## config.mk

```make
export PLATFORM = sky130hd
export DESIGN_NAME = key_event_detect
export DESIGN_NICKNAME = d
export VERILOG_FILES = /design/src/rtl/key_event_detect.sv
export SDC_FILE = /design/constraint.sdc
export NUM_CORES = 1
export LEC_CHECK = 0
export CORE_UTILIZATION = 43
export DETAILED_ROUTE_END_ITERATION = 10
export PLACE_DENSITY_LB_ADDON = 0.1
export SLEW_MARGIN = 5
export SYNTH_ARGS = -nofsm -noshare
export SYNTH_HDL_FRONTEND = slang
export SYNTH_SLANG_ARGS = --single-unit
```

## constraint.sdc

```tcl
create_clock -name clk -period 4.75 [get_ports clk]
set_clock_uncertainty 0.2 [all_clocks]
set_input_delay 0.475 -clock clk [delete_from_list [all_inputs] [get_ports clk]]
set_output_delay 0.475 -clock clk [all_outputs]
set_load 0.005 [all_outputs]
```

## src/rtl/key_event_detect.sv

```systemverilog
// key_event_detect: classifies a debounced active-low key into short press, long press and
// double click events. All three events share one duration counter.
`timescale 1ns/1ps
`default_nettype none

module key_event_detect #(
    parameter int CNT_W    = 24,
    parameter int LONG_CNT = 10_000_000,
    parameter int GAP_CNT  = 5_000_000
) (
    input  logic clk,
    input  logic rst_n,
    input  logic key,
    output logic short_press,
    output logic long_press,
    output logic double_click,
    output logic busy
);

    typedef enum logic [2:0] {
        IDLE   = 3'd0,
        PRESS1 = 3'd1,
        WAIT2  = 3'd2,
        PRESS2 = 3'd3,
        HELD   = 3'd4
    } state_t;

    localparam logic [CNT_W-1:0] LONG_LAST = CNT_W'(LONG_CNT - 1);
    localparam logic [CNT_W-1:0] GAP_LAST  = CNT_W'(GAP_CNT - 1);

    state_t           state_q, state_d;
    logic [CNT_W-1:0] cnt_q, cnt_d;
    logic             key_q;
    logic             short_q, short_d;
    logic             long_q, long_d;
    logic             dbl_q, dbl_d;
    logic             busy_q;
    logic             fall;

    assign fall = key_q & ~key;

    // The counter is cleared on every state change and compared before it
    // increments, so it can never wrap.
    always_comb begin
        state_d = state_q;
        cnt_d   = cnt_q;
        short_d = 1'b0;
        long_d  = 1'b0;
        dbl_d   = 1'b0;
        case (state_q)
            IDLE: begin
                if (fall) begin
                    state_d = PRESS1;
                    cnt_d   = '0;
                end
            end
            PRESS1: begin
                if (!key) begin
                    if (cnt_q == LONG_LAST) begin
                        long_d  = 1'b1;
                        state_d = HELD;
                        cnt_d   = '0;
                    end else begin
                        cnt_d = cnt_q + CNT_W'(1);
                    end
                end else begin
                    state_d = WAIT2;
                    cnt_d   = '0;
                end
            end
            WAIT2: begin
                // A second press wins over a gap timeout in the same cycle.
                if (!key) begin
                    state_d = PRESS2;
                    cnt_d   = '0;
                end else if (cnt_q == GAP_LAST) begin
                    short_d = 1'b1;
                    state_d = IDLE;
                    cnt_d   = '0;
                end else begin
                    cnt_d = cnt_q + CNT_W'(1);
                end
            end
            PRESS2: begin
                if (key) begin
                    dbl_d   = 1'b1;
                    state_d = IDLE;
                    cnt_d   = '0;
                end
            end
            HELD: begin
                if (key) begin
                    state_d = IDLE;
                    cnt_d   = '0;
                end
            end
            default: begin
                state_d = IDLE;
                cnt_d   = '0;
            end
        endcase
    end

    // key_q resets to 1 so a key held low through reset reads as a fall.
    always_ff @(posedge clk or negedge rst_n) begin
        if (!rst_n) begin
            state_q <= IDLE;
            cnt_q   <= '0;
            key_q   <= 1'b1;
            short_q <= 1'b0;
            long_q  <= 1'b0;
            dbl_q   <= 1'b0;
            busy_q  <= 1'b0;
        end else begin
            state_q <= state_d;
            cnt_q   <= cnt_d;
            key_q   <= key;
            short_q <= short_d;
            long_q  <= long_d;
            dbl_q   <= dbl_d;
            busy_q  <= (state_d != IDLE);
        end
    end

    assign short_press  = short_q;
    assign long_press   = long_q;
    assign double_click = dbl_q;
    assign busy         = busy_q;

endmodule

`default_nettype wire
```

# Word-level counts from Yosys, hierarchy flattened
# Index checks and enable logic that the tools add are counted.
# word_totals
regBits	32
input_bits	3
# classes
n_addsub	1
eq_ne	8
muxes	22
bitwise_logic	2
reduce_logical	4
# op_table
cell	n
$mux W24	6
$pmux W24 S4	1
$add A24 B1 Y24 const B	1
$eq A24 B23 Y1 const B	1
$eq A24 B24 Y1 const B	1
$mux W3	6
$pmux W3 S4	1
$mux W1	8
$eq A3 B2 Y1 const B	2
$eq A3 B1 Y1 const B	1
$eq A3 B3 Y1 const B	1
$logic_not A3 Y1	1
$reduce_bool A3 Y1	1
$ne A2 B1 Y1 const B	1
$ne A2 B2 Y1 const B	1
$reduce_and A2 Y1	1
$reduce_or A2 Y1	1
$and A1 B1 Y1	1
$not A1 Y1	1

# Longest topological paths before layout
# logic_depth
ltp_word	5
depth_mapped	8

# Worst setup path before layout
# Ideal clock, no wire load.
# synth_timing
kind	register to register
start	reg cnt_q[16]
end	reg cnt_q[15]
t_arrival_ps	2013
t_required_ps	4431
setup_slack_ps	2418
path_stages_with_launch	7
n_path_buf	1
period_less_slack_ps	2332
cell_sequence	dfrtp_1 -> or4b_4 -> nor4_4 -> a2111oi_4 -> nor3_4 -> buf_6 -> nor2_1
# synth_between
elab_chain_cells	4
# synth_lines
element	line	rtl
from (decl)	32	logic [CNT_W-1:0] cnt_q, cnt_d;
from (signal assigned)	116	cnt_q <= cnt_d;
$eq A24 B23 Y1 / $eq A24 B24 Y1 (equally long branches)	76, 59	
$mux W24, on equally long branches	76, 59	
$mux W24, on equally long branches	73, 58	
$pmux W24 S4 *	50	case (state_q)
# Every way passes the cells marked *; elsewhere a longest branch is shown, timed or not.
# A chain may end at the register's enable or synchronous reset.

# Worst setup path after layout
# layout_timing
start	in key
end	reg cnt_q[23]
# layout_between
elab_chain_cells	4
# layout_lines
element	line	rtl
from (decl)	13	input logic key,
$not A1 Y1	40	assign fall = key_q & ~key;
$and A1 B1 Y1	40	
$ne A2 B2 Y1 (no line)	--	
$reduce_and A2 Y1 (no line)	--	
# Parallel ways exist; a longest one is shown, timed or not.

==> impl_results.md <==
* Final setup viols at 0
* Hold EP: cnt_q[1]
* # clock sinks at 32
* Antenna Cells at 0
* Hold Crit Depth at 2
* Fin. Hold Viols at 0
* Seq cells post-synth at 32
* Met1 Track Usage GR at between 20% and 30%
* Post-synth EDFFs at 0
* GRT busiest layer: met2
* Resize count post-CTS at 0
* Final WS setup at 2.01 ns
* Clock latency on the worst-skew pair at 0.28 ns
* Max-slew violation count at 0
* RSZ-0062 raised after global routing: no
* First-pass GRT wire length at 6470 um
* R2r startpoint: cnt_q[16]
* Area Growth Syn to Fin at 7.29%
* CTS tree: yes
* Final critical-path share of the clock period at 57.6%
* Crit path max fanout at 29
* Met3 Use GR at 5.33%
* Initial antenna violation count at 0
* M2 GR Usage at 29.8%
* Avg Cell Area, Syn at between 9 and 10 um2
* Most frequent cells in the layout: 31 x dfrtp_1, 25 x nand2_1, 25 x nor2_1, 15 x xnor2_1, 12 x nor3_1
* Yosys warns at 0
* Worst Min Path Start: cnt_q[1]
* Initial DRT Pass Iterations at 5
* Commonest non-fill, non-tap cell in the layout: dfrtp_1
* # DRC at 0
* Worst vdd ir at 165 uV
* Hold_buf cts at 0
* TritonCTS buffer count at 5
* Largest net degree at the start of global routing at 33
* Worst r2r dst: cnt_q[2]
* Grt total ovfl at 0
* GRT Total Usage at roughly a fifth
* Final Cell Area at 0.00201 mm2
* Leak at 0.736 nW
* Die Area at 0.00462 mm2
* Die W at roughly 68 um
* Final worst path period need at 2.74 ns
* Vias in the first global route at about 1400
* Cell count after synthesis at 206
* Port buffer count at 6
* Pre-CTS WS at 1.74 ns
* ANT nets after route at 0
* Critical path required time at 4.69 ns
* Via density per instance at 5.64
* Die Ht at 68.0 um
* Main synth FF type: dfrtp_1
* Worst hold path type: flip-flop to flip-flop
* Initial drt markers at 97
* Cell Pwr Density at 310 mW/mm2
* HPWL after DPL at 2650 um
* Status: complete, no violations
* Nets at between 200 and 250
* Routed wire per std cell at about 14 um
* Starting Density at between 40% and 50%
* I/O pins at 7
* Post-CTS setup buffers at 0
* GP Congestion at 0.832
* Slew @ Worst Pin at 0.959 ns
* CTS root buf: clkbuf_8
* Tot Pwr at 0.623 mW
* Sequential area share after synthesis at a little over two fifths
* CP arrival at 2.68 ns
* Worst setup path class: primary input to flip-flop
* CP endpoint kind: flip-flop
* H-tree Lvls at 2
* Core Box Area at 0.00409 mm2
* Clock Tree Buf Depth at 2
* Final WL at 3750 um
* Startpoint Class: primary input
* Mapped Area at 0.00187 mm2
* Max-cap violations at 0
* Rows at 23
* CP delay by family, top: compound AO/OA/AOI/OAI gates
* Max_slew headroom at 36.0%
* Placed cells at 251
* CP max-delay cell: a211o_1
* Synth unique cells at 48
* FMAX at roughly 0.37 GHz
* Synth Net Count at 210
* R2R depth at 5
* Layout Cells excl Fill at 259
* Worst path bufs/invs at 1
* FFs w/ async S/R, synth at 100%
* Clk slew on worst S/H paths at 0.07 ns
* CP peak stage delay at between 0.7 and 0.8 ns
* DP Area at 0.00193 mm2
* Register-to-register setup slack at 2.05 ns
* Crit-path cells: clkdlybuf4s50_1 > nor4bb_1 > a211o_1 > nor4_1 > xnor2_1 > nor2_1
* Setup TNS at 0 ns
* Share of cells above drive strength 1 at 9.57%
* DR vias at 1462
-- flip-flops by register name, summed over array words and instances, names as in the netlist --
| signal | count |
|---|---|
| long_press | 1 |
| cnt_q | 24 |
| double_click | 1 |
| busy | 1 |
| key_q | 1 |
| short_press | 1 |
| state_q | 3 |
-- metrics by stage --
step	hold slack (ns)	utilization [%]
3_5_place_dp	0.313	47.1
4_1_cts	0.331	49.1
2_1_floorplan	-0.0206	-
5_1_grt	0.375	49.1
3_3_place_gp	0.309	47.1
6_report	0.341	49.1
-- report_power, final --
part | total [mW] | switching [mW] | internal, mW | leakage [nW]
Sequential | 0.312 | 0.0216 | 0.290 | 0.434
Clock | 0.197 | 0.0942 | 0.103 | 0.0422
Combinational | 0.115 | 0.0751 | 0.0397 | 0.259
Total | 0.623 | 0.191 | 0.432 | 0.736
-- kinds of logic (layout without fill, tap and decap cells) --
logic type                 after synthesis  count (layout)  share of synthesized area (%)
DFF                                     32              32                           42.9
adders and majority gates                1               1                          0.669
and+or+nand+nor                        111             111                           33.2
xor gates and xnor gates                15              15                           7.02
AOI/OAI and AO/OA                       27              27                           10.2
muxes                                    1               1                          0.602
buffers and inverters                   19              22                           5.42
-- synth_stat cells (4+ instances only) --
| cell type | instances | area (um2) |
|---|---|---|
| o21ai_0 | 10 | 50.1 |
| nor2_1 | 25 | 93.8 |
| o211ai_1 | 6 | 45.0 |
| nor4_1 | 8 | 50.1 |
| nand4_1 | 4 | 25.0 |
| xnor2_1 | 15 | 131 |
| a21oi_1 | 4 | 20.0 |
| dfrtp_1 | 31 | 776 |
| nor3_1 | 12 | 60.1 |
| nand2_1 | 25 | 93.8 |
| nand3_1 | 11 | 55.1 |
| inv_1 | 7 | 26.3 |
| clkbuf_1 | 4 | 15.0 |
-- per-layer routing --
metal  part of all wire, %  wire length, um
met3                   3.1              117
met2                    46             1740
met4                   1.0               38
met5                     0                0
met1                    50             1860
-- worst reg2reg max path, stage by stage, from the launching register on --
cell	delay (ns)
dfrtp_1	0.43
or4b_4	0.59
nor4_4	0.43
a2111oi_4	0.25
nor3_4	0.55
nor2_1	0.12
-- worst max-delay path by stage --
stage,cells after the start,startpoint,end,slack (ns)
after detailed placement,5,key,cnt_q[11],1.74
after global placement,5,key,cnt_q[23],1.82
final,6,key,cnt_q[23],2.01
after floorplan,6,cnt_q[16],cnt_q[15],2.42
after CTS,5,cnt_q[16],cnt_q[2],2.01
after global routing,6,key,cnt_q[23],1.84
-- final cells by class --
type	instances	area (um2)
timing repair buffer	7	67.6
sequential	32	802
clock inverter	1	5.00
multi-input combinational	155	967
clock buffer	7	76.3
tap	50	62.6
inverter	7	26.3
fill	402	2080
(Power assumes the default switching activity.)
==> variant 1, RTL diff (same settings) <==
Encoding of `state_t`: now one-hot (5 bits for 5 states).
--- a/src/rtl/key_event_detect.sv
+++ b/src/rtl/key_event_detect.sv
@@ -17,12 +17,12 @@
     output logic busy
 );
 
-    typedef enum logic [2:0] {
-        IDLE   = 3'd0,
-        PRESS1 = 3'd1,
-        WAIT2  = 3'd2,
-        PRESS2 = 3'd3,
-        HELD   = 3'd4
+    typedef enum logic [4:0] {
+        IDLE   = 5'b00001,
+        PRESS1 = 5'b00010,
+        WAIT2  = 5'b00100,
+        PRESS2 = 5'b01000,
+        HELD   = 5'b10000
     } state_t;
 
     localparam logic [CNT_W-1:0] LONG_LAST = CNT_W'(LONG_CNT - 1);
Check against the original RTL: same outputs for any inputs over 10 cycles, from zero or initial values and one cycle with rst_n low; not proved beyond that.
==> variant 1 against the unedited design <==
  * Power up 16%
  * Synthesized area up 2.9%
  * Hold slack worse by 0.013 ns
  * Routed wire length up 11%
  * Clock power up 9.6%
  * Register-to-register slack worse by 0.27 ns
  * Cell area up 3.4%
  * Maximum frequency down 7.9%
  * Worst setup slack worse by 0.23 ns
  * Global-route usage up 1.4 points
  * Sequential cell count up 2
  * Critical path type is now register to register
  * Largest power group unchanged
  * Highest routed layer unchanged
==> variant 1: results (changes against the unedited design) <==
* Detailed Place HPWL at 2.876 mm (+8.6%)
* Hold path cells at 1 (-1)
* Crit Reg-Reg Endpoint: cnt_q[8]
* Syn Nets at 215 (+2.4%)
* Worst vdd ir at 0.0001825 V (+11%)
* Critical Path Max Stage Delay at 0.75 ns (-0.04 ns)
* Critical hold path startpoint: cnt_q[0]
* Compound-Gate Fraction of Synth Area at 0.1378 (+0.03541)
* Outcome: completed
* CP max FO at 11 (-62%)
* Adder-cell share of the synthesized area at 0.006498 (-0.0001912)
* Clkbuf count at 7 (unchanged)
* Via Count at 1609 (+10%)
* RePlAce Congestion at 0.8195 (-1.5%)
* Non-clk invs at 7 (unchanged)
* Top cells by count, synth: dfrtp_1 (32), nor2_1 (26), nand2_1 (12), nand3_1 (12), o21ai_0 (12)
* Post-Synth XOR/XNOR Area at 0.06368 (-0.006556)
* Worst hold-check path type: register to register
* Data buffer area share at 0.03257 (-0.001097)
* Critical Path End: cnt_q[8]
* DR iter-0 viols at 141 (+45%)
* Relative slew slack at 0.4169 (+0.05643)
* Largest net degree at the start of global routing at 35 (+6.1%)
* Most area-consuming cells after synthesis: dfrtp_1 (42%), nor2_1 (5.1%), xor2_1 (4.1%)
* Final-layout clock-cell area share at 0.04403 (+0.003505)
* Slowest library cell on the worst path: a22oi_1
* Area occupied by multi-input gates at 973.4 sq um (+0.65%)
* Hold slack at 0.3287 ns (-0.01277 ns)
* Register share of the cell area at 0.4113 (+0.01171)
* Vias in the first global route at 1471 (+5.0%)
* Worst Hold Path EP: cnt_q[0]
* Biggest regs: cnt_q: 24 flops, state_q: 5 flops
* GRT Util Overall at 0.2037 (+0.01408)
* Launching point of the worst reg2reg path: cnt_q[11]
* Multi-input combinational cell count at 159 (+2.6%)
* Crit path DAT at 2.95 ns (+0.27 ns)
* DP Area at 0.001983 sq mm (+3.0%)
* WL final at 4.155 mm (+11%)
* Sequential area share after synthesis at 0.4431 (+0.01438)
* Initial antenna violation count at 0 (unchanged)
* Layout cell share with drive strength beyond 1 at 0.07907 (-0.01662)
* Sink Count at 34 (+6.3%)
* Worst setup startpoint: cnt_q[11]
* Count of cell types in the netlist at 45 (-6.3%)
* First-pass GRT wire length at 6.975 mm (+7.9%)
* R2r worst-path depth at 6 (+1)
* Num CTS Buffers at 5 (unchanged)
* R2R Setup Slk at 1.78 ns (-0.27 ns)
* Post-synthesis mux area share at 0 (-0.006020)
* # fillers at 408 (+1.5%)
* Worst-Skew Late Latency at 0.28 ns (about the same)
variant 1: cell types whose count changed after synthesis, sizes merged, moves of 5 or more:
cell	change
nor3	-6
a21oi	+5
nand4	+7
xnor2	-10
nand2	-13
or3	+5
xor2	+9
o211ai	-5
a22o	+5
variant 1: through the flow:
step / util / std cells / setup WS, ns
2_1_floorplan: - / 211 / 2.473
3_3_place_gp: 0.4786 / 257 / 1.680
3_5_place_dp: 0.4786 / 257 / 1.688
4_1_cts: 0.5006 / 265 / 1.855
5_1_grt: 0.5006 / 265 / 1.558
6_report: 0.5006 / 265 / 1.779
variant 1: routing by layer:
metal	vias to the layer above	wire length, um	GRT usage
li1	773	-	-
met3	18	168	0.04934
met1	761	1974	0.2775
met2	57	1904	0.3034
met4	0	107	0.09184
met5	-	0	0
variant 1: report_power, final:
group	leakage, nW	internal (mW)	switching [mW]
Sequential	0.465	0.309	0.0249
Clock	0.0482	0.117	0.0993
Combinational	0.297	0.0644	0.106
==> variant 2, RTL diff (config.mk and constraints unchanged) <==
Without the edit above. The parameter `CNT_W` goes from 24 to 48.
--- a/src/rtl/key_event_detect.sv
+++ b/src/rtl/key_event_detect.sv
@@ -4,7 +4,7 @@
 `default_nettype none
 
 module key_event_detect #(
-    parameter int CNT_W    = 24,
+    parameter int CNT_W    = 48,
     parameter int LONG_CNT = 10_000_000,
     parameter int GAP_CNT  = 5_000_000
 ) (
Behaviour: no difference found for any inputs over 10 cycles, from zero or initial values and one cycle with rst_n low; that may be too few to reach the edited logic, so the function may still have changed.
==> variant 2 against the unedited design <==
  * Largest power group unchanged
  * Routed wire length up 72%
  * Worst setup slack worse by 0.51 ns
  * Synthesized area up 75%
  * Largest cell class unchanged
  * Cell area up 72%
  * Utilization down 1.8 points
  * Non-clock buffer count up 1
  * Sequential cell count up 24
  * Power up 53%
==> variant 2: results (changes against the unedited design) <==
* Detailed-route wire length per cell at 14.71 um (+1.5%)
* DR iter-0 viols at 142 (+46%)
* Most area-consuming cells after synthesis: dfrtp_1 (42%), xnor2_1 (7.2%), nor2_1 (7.1%)
* Post-Synth XOR/XNOR Area at 0.09101 (+0.02078)
* Outcome: completed
* Vias in the first global route at 2119 (+51%)
* Post-synthesis mux area share at 0.003059 (-0.002961)
* RePlAce Congestion at 0.7620 (-8.4%)
* Launching point of the worst reg2reg path: cnt_q[0]
* Sequential area share after synthesis at 0.4287 (about the same)
* Relative slew slack at 0.4332 (+0.07268)
* Largest net degree at the start of global routing at 57 (+73%)
* Non-filler instance count after layout at 440 (+70%)
* Placed cells at 432 (+72%)
* DRT Pass-1 Iters at 4 (-1)
* Post-Syn Area per Cell at 9.623 sq um (+6.0%)
* Final worst path period need at 3.244 ns (+0.5062 ns)
* GRT Util Overall at 0.1818 (-0.007842)
* Worst vdd ir at 0.0001181 V (-28%)
* CP max FO at 35 (+21%)
* R2R Setup Slk at 1.51 ns (-0.54 ns)
* P_leak at 1.270 nW (+73%)
* Critical Path Max Stage Delay at 0.72 ns (-0.07 ns)
* Biggest regs: cnt_q: 48 flops, state_q: 3 flops
* Worst setup startpoint: cnt_q[0]
[variant 2: layout make-up]
cell class / count / area (sq um) / share of cell area
repair buffers: 8 / 70.07 / 0.02029
multi-input cells: 259 / 1727 / 0.5000
clock inverters: 3 / 23.77 / 0.006884
well taps: 99 / 123.9 / 0.03587
inverters: 10 / 37.54 / 0.01087
flip-flops and latches: 56 / 1403 / 0.4062
clock buffers: 5 / 68.82 / 0.01993
[variant 2: metrics by stage]
stage | instance area, sq um | total power [mW] | hold WS [ns] | util
floorplan | 3272 | 0.6591 | -0.02059 | -
global placement | 3361 | 0.6947 | 0.3179 | 0.4609
detailed placement | 3361 | 0.6948 | 0.3054 | 0.4609
CTS | 3453 | 0.9705 | 0.1080 | 0.4736
global route | 3453 | 1.005 | 0.1397 | 0.4736
finish | 3453 | 0.9563 | 0.07086 | 0.4736
[variant 2: metal layers]
metal	part of all wire	vias up	global-route usage
li1	-	1191	-
met5	0	-	0
met3	0.034	6	0.03047
met1	0.51	1163	0.2782
met4	0.013	0	0.05195
met2	0.44	38	0.2623
[variant 2: cells by family (layout without fill, tap and decap cells)]
logic type      count (synthesis)  after routing
xor+xnor                       34             34
mux                             1              1
flops                          56             56
buf+inv                        25             26
fa+ha+maj                       1              1
simple gates                  189            189
compound gates                 34             34
[variant 2: worst min-delay path by stage]
stage | start | to | slack, ns | cells past startpoint
floorplan | rst_n | busy | -0.02 | 0
global placement | cnt_q[5] | cnt_q[5] | 0.32 | 1
detailed placement | cnt_q[5] | cnt_q[5] | 0.31 | 1
CTS | rst_n | cnt_q[19] | 0.11 | 2
global route | rst_n | cnt_q[19] | 0.14 | 2
finish | rst_n | cnt_q[19] | 0.07 | 2
[variant 2: worst max-delay path, delay by kind of cell, from the launching register on]
| family | cells | cell delay [ns] |
|---|---|---|
| fa+ha+maj | 1 | 0.21 |
| flops | 1 | 0.43 |
| compound gates | 1 | 0.29 |
| buf+inv | 1 | 0.29 |
| simple gates | 5 | 1.72 |
[variant 2: where the power goes]
part	internal [mW]	switching (mW)	total, mW
Sequential	0.495	0.0273	0.523
Clock	0.105	0.167	0.272
Combinational	0.0531	0.109	0.162
Total	0.653	0.303	0.956
